==> src/rtl/and_tree_pipe.sv <==
// Pipelined reduction tree (AND/OR/XOR/NAND) over a WIDTH-bit vector, one register per tree level,
// with a per-sample valid bit, level-1 pair results aligned to the final bit, and a saturating hit counter.
module and_tree_pipe #(
    parameter int WIDTH = 8,
    parameter int CNT_W = 8
) (
    input  logic                 clk,
    input  logic                 rst,
    input  logic                 in_valid,
    input  logic [WIDTH-1:0]     in_data,
    input  logic [1:0]           mode,
    input  logic                 clr_count,
    output logic                 out_valid,
    output logic                 out,
    output logic [WIDTH/2-1:0]   pair_out,
    output logic [CNT_W-1:0]     hit_count
);

    localparam int LEVELS = $clog2(WIDTH);
    localparam int HALF   = WIDTH / 2;
    // Intermediate levels only; the last level is the out/pair_out register itself.
    localparam int INT_N  = (LEVELS > 1) ? LEVELS - 1 : 1;
    localparam logic [CNT_W-1:0] CNT_MAX = {CNT_W{1'b1}};

    // Mode 11 shares the AND operator; its inversion is applied only to the final bit.
    function automatic logic op_bit(input logic a, input logic b, input logic [1:0] m);
        case (m)
            2'b01:   return a | b;
            2'b10:   return a ^ b;
            default: return a & b;
        endcase
    endfunction

    function automatic logic [HALF-1:0] reduce_pairs(input logic [WIDTH-1:0] v, input logic [1:0] m);
        logic [HALF-1:0] r;
        r = '0;
        for (int i = 0; i < HALF; i++) begin
            r[i] = op_bit(v[2*i+1], v[2*i], m);
        end
        return r;
    endfunction

    logic [HALF-1:0]  data_q  [INT_N];
    logic [1:0]       mode_q  [INT_N];
    logic [INT_N-1:0] valid_q;
    logic [HALF-1:0]  pair_q  [INT_N];

    // Inputs seen by each level: level 0 takes the ports, level l takes the registers of level l-1.
    logic [WIDTH-1:0] stage_in    [LEVELS];
    logic [1:0]       stage_mode  [LEVELS];
    logic [LEVELS-1:0] stage_valid;
    logic [HALF-1:0]  stage_pair  [LEVELS];
    logic             fin_bit;

    always_comb begin
        stage_in[0]    = in_data;
        stage_mode[0]  = mode;
        stage_valid[0] = in_valid;
        stage_pair[0]  = reduce_pairs(in_data, mode);
        for (int l = 1; l < LEVELS; l++) begin
            stage_in[l]    = WIDTH'(data_q[l-1]);
            stage_mode[l]  = mode_q[l-1];
            stage_valid[l] = valid_q[l-1];
            stage_pair[l]  = pair_q[l-1];
        end
        fin_bit = op_bit(stage_in[LEVELS-1][1], stage_in[LEVELS-1][0], stage_mode[LEVELS-1]);
    end

    always_ff @(posedge clk or posedge rst) begin
        if (rst) begin
            for (int l = 0; l < INT_N; l++) begin
                data_q[l] <= '0;
                mode_q[l] <= '0;
                pair_q[l] <= '0;
            end
            valid_q   <= '0;
            out_valid <= 1'b0;
            out       <= 1'b0;
            pair_out  <= '0;
        end else begin
            for (int l = 0; l < LEVELS - 1; l++) begin
                data_q[l]  <= reduce_pairs(stage_in[l], stage_mode[l]);
                mode_q[l]  <= stage_mode[l];
                valid_q[l] <= stage_valid[l];
                pair_q[l]  <= stage_pair[l];
            end
            out_valid <= stage_valid[LEVELS-1];
            // Results hold across bubbles so the display stage keeps the last sample.
            if (stage_valid[LEVELS-1]) begin
                out      <= fin_bit ^ (stage_mode[LEVELS-1] == 2'b11);
                pair_out <= stage_pair[LEVELS-1];
            end
        end
    end

    always_ff @(posedge clk or posedge rst) begin
        if (rst) begin
            hit_count <= '0;
        end else if (clr_count) begin
            hit_count <= '0;
        end else if (out_valid && out && (hit_count != CNT_MAX)) begin
            hit_count <= hit_count + 1'b1;
        end
    end

endmodule

==> config.mk <==
export PLATFORM = sky130hd
export DESIGN_NAME = and_tree_pipe
export DESIGN_NICKNAME = d
export VERILOG_FILES = /design/src/rtl/and_tree_pipe.sv
export SDC_FILE = /design/constraint.sdc
export NUM_CORES = 1
export LEC_CHECK = 0
export BUFFER_PORTS_ARGS = -buffer_cell sky130_fd_sc_hd__buf_4
export CORE_MARGIN = 2
export CORE_UTILIZATION = 40
export DETAILED_ROUTE_END_ITERATION = 7
export PLACE_DENSITY = 0.72
export SLEW_MARGIN = 10
export SYNTH_ARGS = -nofsm -noshare
export SYNTH_HDL_FRONTEND = slang
export SYNTH_SLANG_ARGS = --single-unit
==> constraint.sdc <==
create_clock -name clk -period 1.8 [get_ports clk]
set_clock_uncertainty 0.15 [all_clocks]
set_input_delay 0 -clock clk [delete_from_list [all_inputs] [get_ports clk]]
set_output_delay 0 -clock clk [all_outputs]
set_load 0.005 [all_outputs]
==> results of run 1 <==
## logic make-up (layout without fill, tap and decap cells)
| logic type | Yosys count | count (layout) | synth area share, % |
|---|---|---|---|
| xor+xnor | 2 | 2 | 1.156 |
| flops | 30 | 30 | 49.55 |
| fa+ha+maj | 22 | 22 | 18.17 |
| simple gates | 26 | 26 | 8.671 |
| mux | 5 | 5 | 3.633 |
| compound gates | 27 | 27 | 10.65 |
| buf+inv | 31 | 87 | 8.174 |
## synthesized netlist by cell type
| cell | instances | area [um2] |
|---|---|---|
| inv_1 | 29 | 108.9 |
| nand2_1 | 10 | 37.54 |
| nor2b_1 | 1 | 6.260 |
| a21oi_1 | 7 | 35.03 |
| a31oi_1 | 1 | 6.260 |
| nand2b_1 | 1 | 6.260 |
| or4_1 | 2 | 15.01 |
| o21ai_0 | 10 | 50.05 |
| a22oi_1 | 6 | 45.04 |
| buf_1 | 1 | 3.750 |
| dfrtp_1 | 30 | 750.7 |
| nand3_1 | 3 | 15.01 |
| a41o_1 | 1 | 10.01 |
| mux2_2 | 4 | 45.04 |
| and4_1 | 1 | 8.760 |
| o31ai_1 | 2 | 15.01 |
| or3_1 | 4 | 25.02 |
| mux2i_1 | 1 | 10.01 |
| buf_6 | 1 | 11.26 |
| nor2_1 | 3 | 11.26 |
| ha_1 | 22 | 275.3 |
| nand4_1 | 1 | 6.260 |
| xnor2_1 | 1 | 8.760 |
| xor2_1 | 1 | 8.760 |
## routing by layer
metal	vias up	wire length [um]	track usage (%)
met4	0	44	5.208
li1	580	-	-
met3	6	157	5.137
met2	35	1557	32.65
met1	563	1017	12.61
met5	-	0	0
## tightest hold or removal path, cell delays in order
cell and delay [ps]:
buf_4 110, inv_1 50, ha_1 130, a22oi_1 70, o21ai_0 130
## where the power goes
part           internal (uW)  switching [uW]  total [uW]
Clock                    308             233         540
Combinational            142             114         256
Sequential               729            32.6         761
Total                   1180             379        1560
## worst paths after layout
kind / to / cells after the start / slack, ps / startpoint
setup / recovery: hit_count[5] / 4 / 70 / hit_count[3]
hold / removal: pair_q[6] / 5 / 110 / in_data[4]
setup reg to reg: hit_count[5] / 4 / 70 / hit_count[3]
hold reg to reg: valid_q[1] / 0 / 200 / valid_q[0]
max in group asynchronous: pair_out[3] / 4 / 1020 / rst
min in group asynchronous: hit_count[7] / 4 / 210 / rst
## metrics by stage
stage	setup slack [ps]	instance area, um2	util (%)	hold slack [ps]	instances
after global routing	23.38	2079	56.80	163.0	247
final	67.10	2079	56.80	113.6	247
after global placement	71.96	1838	50.21	-56.09	226
after CTS	14.55	2071	56.56	98.09	247
after floorplan	60.85	1515	-	-118.6	143
after detailed placement	-6.180	1838	50.21	-49.58	226
## final cells by class
cell class	count	area, um2
Clock buffer	7	86.33
Clock inverter	1	5.005
Fill cell	318	1582
Inverter	29	108.9
Multi-Input combinational cell	82	660.6
Sequential cell	30	750.7
Tap cell	48	60.06
Timing Repair Buffer	50	407.9
## flip-flops by register name, summed over array words and instances, names as in the netlist
register and flops:
mode_q 4, hit_count 8, valid_q 2, pair_q 8, data_q 2, out_valid 1
pair_out 4, out 1
## what timing repair did
action	CTS	global route
hold endpoints to repair	45	0
hold buffers	13	0
gates resized for setup	2	3
pin swaps	0	1
cloned	0	0
setup endpoints to repair	1	1
==> flow_summary.json, run 1 <==
{
  "status": "finished clean",
  "p_per_area_mw_per_mm2": 749.1,
  "clkTransAtPathRegs_ps": 60,
  "rows": 22,
  "final.setup.tns_ps": 0,
  "fin_total_pwr_uw": 1558,
  "min_period_ps": 1733,
  "p_leak_uw": 0.001080,
  "die_h_um": 65.55,
  "drc": 0,
  "startpoint_type": "register",
  "dr.pass1.iters": 4,
  "maxSlewViolCount": 0,
  "path_cells": "and4_4 > a41o_4 > or4_4 > a21oi_1",
  "ys_types": 24,
  "hpwl_mm": 2.085,
  "avgViaCountPerCell": 4.794,
  "top_level_ports": 28,
  "fp.dieW_um": 65.55,
  "most-common-layout-cells": "37 x buf_4, 30 x dfrtp_1, 29 x inv_1",
  "root_buffer": "clkbuf_8",
  "clock_latency_ps": 270,
  "yosys_register_bits": 30,
  "hold_viol": 0,
  "drive_gt1_share_pct": 26.13,
  "crit_type": "register to register",
  "numCtsBuffers": 5,
  "hold_class": "primary input to register",
  "synthCells": 143,
  "ir_drop_v": 0.0004949,
  "drtIter0Drc": 67,
  "rsz0062_at_grt": "no",
  "synth-seq-area-share_pct": 49.55,
  "max_stage_delay_ps": 490,
  "syn2layout_area_growth_pct": 37.24,
  "portBuffers": 27,
  "grt_pass1_wl_mm": 4.995,
  "start_util_pct": 41.39,
  "grt_max_degree": 31,
  "worst_pin_slew_ps": 369.0,
  "fmax_mhz": 577.1,
  "yosysWarnings": 0,
  "relSlewSlack_pct": 75.40,
  "path_max_fanout": 10,
  "fin_crit_sh_pct": 96.27,
  "cp.required_ps": 1850,
  "avgSynthCellArea_um2": 10.60,
  "gp_congestion": 0.7332,
  "clock_path_buffers": 2,
  "mostFrequentLayoutCell": "buf_4",
  "core_region_area_mm2": 0.003661,
  "final-setup-viol-count": 0,
  "dieArea_mm2": 0.004296,
  "cts_setup_buffers": 0,
  "antenna_found_initial": 0,
  "clock_sinks": 30,
  "grtUsageTotal_pct": 15.40,
  "finalWirelength_mm": 2.776,
  "syn_nets": 179,
  "critPathBufInv": 0,
  "finalNetCount": 234,
  "num_vias": 1184,
  "grt_overflow": 0,
  "cts_tree": "built",
  "critical-path-top-delay-family": "simple AND/OR/NAND/NOR gates",
  "arrival_ps": 1780,
  "end_kind": "register",
  "htreeDepth": 2,
  "avgRoutedWirePerCell_um": 11.24,
  "antenna_cells": 0,
  "syn_area_mm2": 0.001515,
  "max_cap_violations": 0,
  "ant_nets": 0,
  "grt_pass1_vias": 1301,
  "cpMaxStageDelayCell": "or4_4"
}
Power figures use the tool's default switching activity.
==> inputs of run 2 (changes only) <==
PLACE_DENSITY = not set   (was 0.72)
==> run 2 against run 1 <==
- utilization grew 0.068 points
- clock power is 1% lower
- design area is 0.12% higher
- via count decreased by 1.4%
- total power shrank 0.54%
==> flow_summary.json, run 2 (synthesis results as in run 1) <==
{
  "num_vias": 1168,
  "portBuffers": 27,
  "mostFrequentLayoutCell": "buf_4",
  "cp.required_ps": 1850,
  "clock_latency_ps": 270,
  "cpMaxStageDelayCell": "or4_1",
  "relSlewSlack_pct": 75.95,
  "end_kind": "register",
  "reg.largest.list": "hit_count x8, pair_q x8",
  "fin_ws_ps": 65.59,
  "drtIter0Drc": 74,
  "path_cells": "ha_1 > a41o_4 > or4_1 > a21oi_1",
  "hold_class": "primary input to register",
  "root_buffer": "clkbuf_8",
  "fp.dieW_um": 65.55,
  "grt_pass1_vias": 1102,
  "grt_max_degree": 31,
  "htreeDepth": 2,
  "rsz0062_at_grt": "no",
  "final.setup.tns_ps": 0,
  "finalNetCount": 235,
  "clock_path_buffers": 2,
  "ir_drop_v": 0.0003316,
  "finalWirelength_mm": 2.614,
  "startpoint_type": "register",
  "avgRoutedWirePerCell_um": 10.54,
  "top_level_ports": 28,
  "cts_tree": "built",
  "reg2reg_depth": 4,
  "max_stage_delay_ps": 460,
  "status": "finished clean",
  "fin_crit_sh_pct": 96.36,
  "clkTransAtPathRegs_ps": 60,
  "grt_overflow": 0,
  "numCtsBuffers": 5,
  "antenna_found_initial": 0,
  "dieArea_mm2": 0.004296,
  "avgViaCountPerCell": 4.710,
  "dpl_cell_area_mm2": 0.001838,
  "drive_gt1_share_pct": 25.00,
  "start_util_pct": 41.39,
  "fin_hold_ws_ps": 108.1,
  "most-common-layout-cells": "37 x buf_4, 30 x dfrtp_1, 29 x inv_1",
  "gp_congestion": 0.8155,
  "final_area_mm2": 0.002082,
  "min_period_ps": 1734,
  "arrival_ps": 1790,
  "syn2layout_area_growth_pct": 37.41,
  "path_max_fanout": 6,
  "core_region_area_mm2": 0.003661,
  "grtUsageTotal_pct": 14.12,
  "rows": 22,
  "ant_nets": 0,
  "dr.pass1.iters": 4,
  "die_h_um": 65.55,
  "final-setup-viol-count": 0,
  "clock_sinks": 30,
  "grt_pass1_wl_mm": 4.567,
  "crit_type": "register to register",
  "fill_cells": 326,
  "drc": 0,
  "hpwl_mm": 1.888,
  "worst_pin_slew_ps": 360.8,
  "maxSlewViolCount": 0,
  "fmax_mhz": 576.6,
  "hold_viol": 0,
  "p_per_area_mw_per_mm2": 744.2,
  "max_cap_violations": 0,
  "whs_path_depth": 5,
  "antenna_cells": 0,
  "dp_slack_ps": 14.09,
  "p_leak_uw": 0.001084,
  "post-route-util_pct": 56.87
}
==> run 2: changes by cell type in the layout (fill, tap and decap cells not counted) <==
cell	delta
ha_2	-1
or4_4	-1
a41o_2	+1
ha_1	+1
and4_4	-1
or4_1	+1
and4_1	+1
==> run 2: where the power goes <==
group	internal, uW	switching [uW]
clock network	307	226
registers	729	30.9
logic	143	113
==> run 2: metal layers <==
metal	vias up	wire length, um	part of all wire, %	global-route usage, %
met5	-	0	0	0
met4	0	34	1.3	6.250
met3	2	160	6.1	4.281
met2	37	1246	48	23.34
met1	540	1173	45	16.96
li1	589	-	-	-
==> run 2: layout make-up <==
type | instances | area, um2 | area share (%)
Tap cell | 48 | 60.06 | 2.885
Inverter | 29 | 108.9 | 5.228
Clock inverter | 1 | 5.005 | 0.2404
Multi-Input combinational cell | 83 | 663.1 | 31.85
Sequential cell | 30 | 750.7 | 36.06
Timing Repair Buffer | 50 | 407.9 | 19.59
Clock buffer | 7 | 86.33 | 4.147
==> run 2: critical path: cells and delay by family, from the launching register on <==
family | cells | cell delay [ps]
and+or+nand+nor | 1 | 460
AOI/OAI and AO/OA | 2 | 440
adders and majority gates | 1 | 240
DFF | 1 | 380
==> run 2: timing repair <==
item / CTS / global route
cloned: 0 / 1
setup endpoints to repair: 1 / 1
setup buffers: 0 / 0
resized for setup: 1 / 1
pin swaps: 0 / 1
endpoints found under the hold margin: 45 / 0
hold buffers: 13 / 0
==> run 2: path summary, 6_finish.rpt <==
path                                   start           end  slack, ps
worst max-delay path            hit_count[0]  hit_count[5]         70
worst min-delay path              in_data[6]     pair_q[7]        110
worst max register to register  hit_count[0]  hit_count[5]         70
worst min register to register    valid_q[0]    valid_q[1]        200
max in group asynchronous                rst   pair_out[0]       1030
min in group asynchronous                rst  hit_count[1]        200
==> run 2: through the flow <==
step	cells	power, uW
after floorplan	143	899.2
after global placement	226	993.8
after detailed placement	226	1004
after CTS	247	1562
after global routing	248	1647
final	248	1549
==> inputs of run 3 (changes only) <==
REMOVE_ABC_BUFFERS = 1   (was not set)
clock period = 2.3 ns   (was 1.8 ns; I/O delays follow)
==> run 3 against run 2 <==
- clock power shrank 22%
- total power decreased by 22%
- first-iteration DRC count is 36% lower
- setup slack improved by 280 ps
- die area unchanged
- non-clock buffer count is 9 lower
- sequential share of layout area increased by 1.6 points
- largest cell class unchanged
- largest power group unchanged
- highest routed layer unchanged
==> flow_summary.json, run 3 (synthesis results as in run 1) <==
{
  "status": "finished clean",
  "hpwl_mm": 1.910,
  "max_cap_violations": 0,
  "grtUsageTotal_pct": 14.49,
  "fin_ws_ps": 342.1,
  "mostFrequentLayoutCell": "dfrtp_1",
  "portBuffers": 27,
  "finalWirelength_mm": 2.662,
  "dr.pass1.iters": 4,
  "syn2layout_area_growth_pct": 31.46,
  "ant_nets": 0,
  "place_inst": 217,
  "final-setup-viol-count": 0,
  "fp.dieW_um": 65.55,
  "path_max_fanout": 13,
  "num_vias": 1106,
  "p_per_area_mw_per_mm2": 602.9,
  "grt_overflow": 0,
  "avgViaCountPerCell": 4.647,
  "antenna_cells": 0,
  "clkTransAtPathRegs_ps": 60,
  "cts_tree": "built",
  "finalNonFillerCells": 238,
  "clock_path_buffers": 2,
  "final.setup.tns_ps": 0,
  "min_period_ps": 1958,
  "grt_max_degree": 31,
  "root_buffer": "clkbuf_8",
  "maxSlewViolCount": 0,
  "p_leak_uw": 0.001031,
  "final_area_mm2": 0.001992,
  "start_util_pct": 41.39,
  "ir_drop_v": 0.0002641,
  "cpMaxStageDelayCell": "or4_1",
  "most-common-layout-cells": "30 x dfrtp_1, 29 x inv_1, 28 x buf_4",
  "dpl_cell_area_mm2": 0.001770,
  "startpoint_type": "register",
  "avgRoutedWirePerCell_um": 11.18,
  "top_level_ports": 28,
  "clock_sinks": 30,
  "core_region_area_mm2": 0.003661,
  "worst_pin_slew_ps": 382.9,
  "arrival_ps": 2010,
  "drtIter0Drc": 47,
  "hold_class": "primary input to register",
  "reg.largest.list": "hit_count x8, pair_q x8",
  "finalNetCount": 225,
  "max_stage_delay_ps": 510,
  "relSlewSlack_pct": 74.47,
  "grt_pass1_vias": 1108,
  "dp_slack_ps": 375.3,
  "dieArea_mm2": 0.004296,
  "rows": 22,
  "antenna_found_initial": 0,
  "path_cells": "ha_1 > a41o_1 > or4_1 > a21oi_1",
  "numCtsBuffers": 5,
  "critPathBufInv": 0,
  "critical-path-top-delay-family": "compound AO/OA/AOI/OAI gates",
  "drive_gt1_share_pct": 20.53,
  "cp.required_ps": 2360,
  "end_kind": "register",
  "drc": 0,
  "hold_viol": 0,
  "fin_crit_sh_pct": 85.12,
  "cts_setup_buffers": 0,
  "clock_latency_ps": 270,
  "htreeDepth": 2,
  "gp_congestion": 0.9066,
  "rsz0062_at_grt": "no",
  "crit_type": "register to register",
  "die_h_um": 65.55,
  "grt_pass1_wl_mm": 4.574,
  "fin_total_pwr_uw": 1201,
  "fmax_mhz": 510.8
}
run 3: cell types whose count changed in the layout (fill, tap and decap cells not counted):
cell and change:
a41o_2 -1, buf_4 -9, a41o_1 +1, a41o_4 -1
run 3: where the power goes:
part | switching (uW) | total [uW] | internal (uW)
clock | 176 | 417 | 241
sequential | 28.8 | 599 | 570
combinational | 83.4 | 185 | 101
total | 289 | 1200 | 912
run 3: layout make-up:
type | instances | area [um2]
fill | 323 | 1669
sequential | 30 | 750.7
multi-input combinational | 82 | 640.6
timing repair buffer | 41 | 340.3
inverter | 29 | 108.9
clock buffer | 7 | 86.33
tap | 48 | 60.06
clock inverter | 1 | 5.005
run 3: per-layer routing:
metal | up-vias | wire (um) | track usage, %
met5 | - | 0 | 0
met4 | 0 | 80 | 9.375
met3 | 6 | 118 | 4.281
met2 | 24 | 1368 | 25.64
met1 | 508 | 1095 | 14.76
li1 | 568 | - | -
run 3: worst paths after layout:
path	from	to	slack, ps	cells after the start
max in group asynchronous	rst	pair_out[1]	1520	4
hold reg to reg	valid_q[0]	valid_q[1]	200	0
setup reg to reg	hit_count[0]	hit_count[5]	340	4
hold / removal	in_data[0]	pair_q[4]	100	5
min in group asynchronous	rst	hit_count[3]	210	4
setup / recovery	hit_count[0]	hit_count[5]	340	4
run 3: worst reg2reg max path, stage by stage, from the launching register on:
cell and delay (ps):
dfrtp_1 430, ha_1 270, a41o_1 380, or4_1 510
a21oi_1 150
run 3: timing repair:
item,CTS,global route
gates resized for setup,0,0
hold buffers,13,0
hold endpoints to repair,45,0
run 3: per-stage QoR:
stage / utilization [%] / hold WS [ps]
5_1_grt: 54.41 / 139.1
3_5_place_dp: 48.36 / -50.65
3_3_place_gp: 48.36 / -56.51
4_1_cts: 54.41 / 93.02
2_1_floorplan: - / -118.6
6_report: 54.41 / 104.7
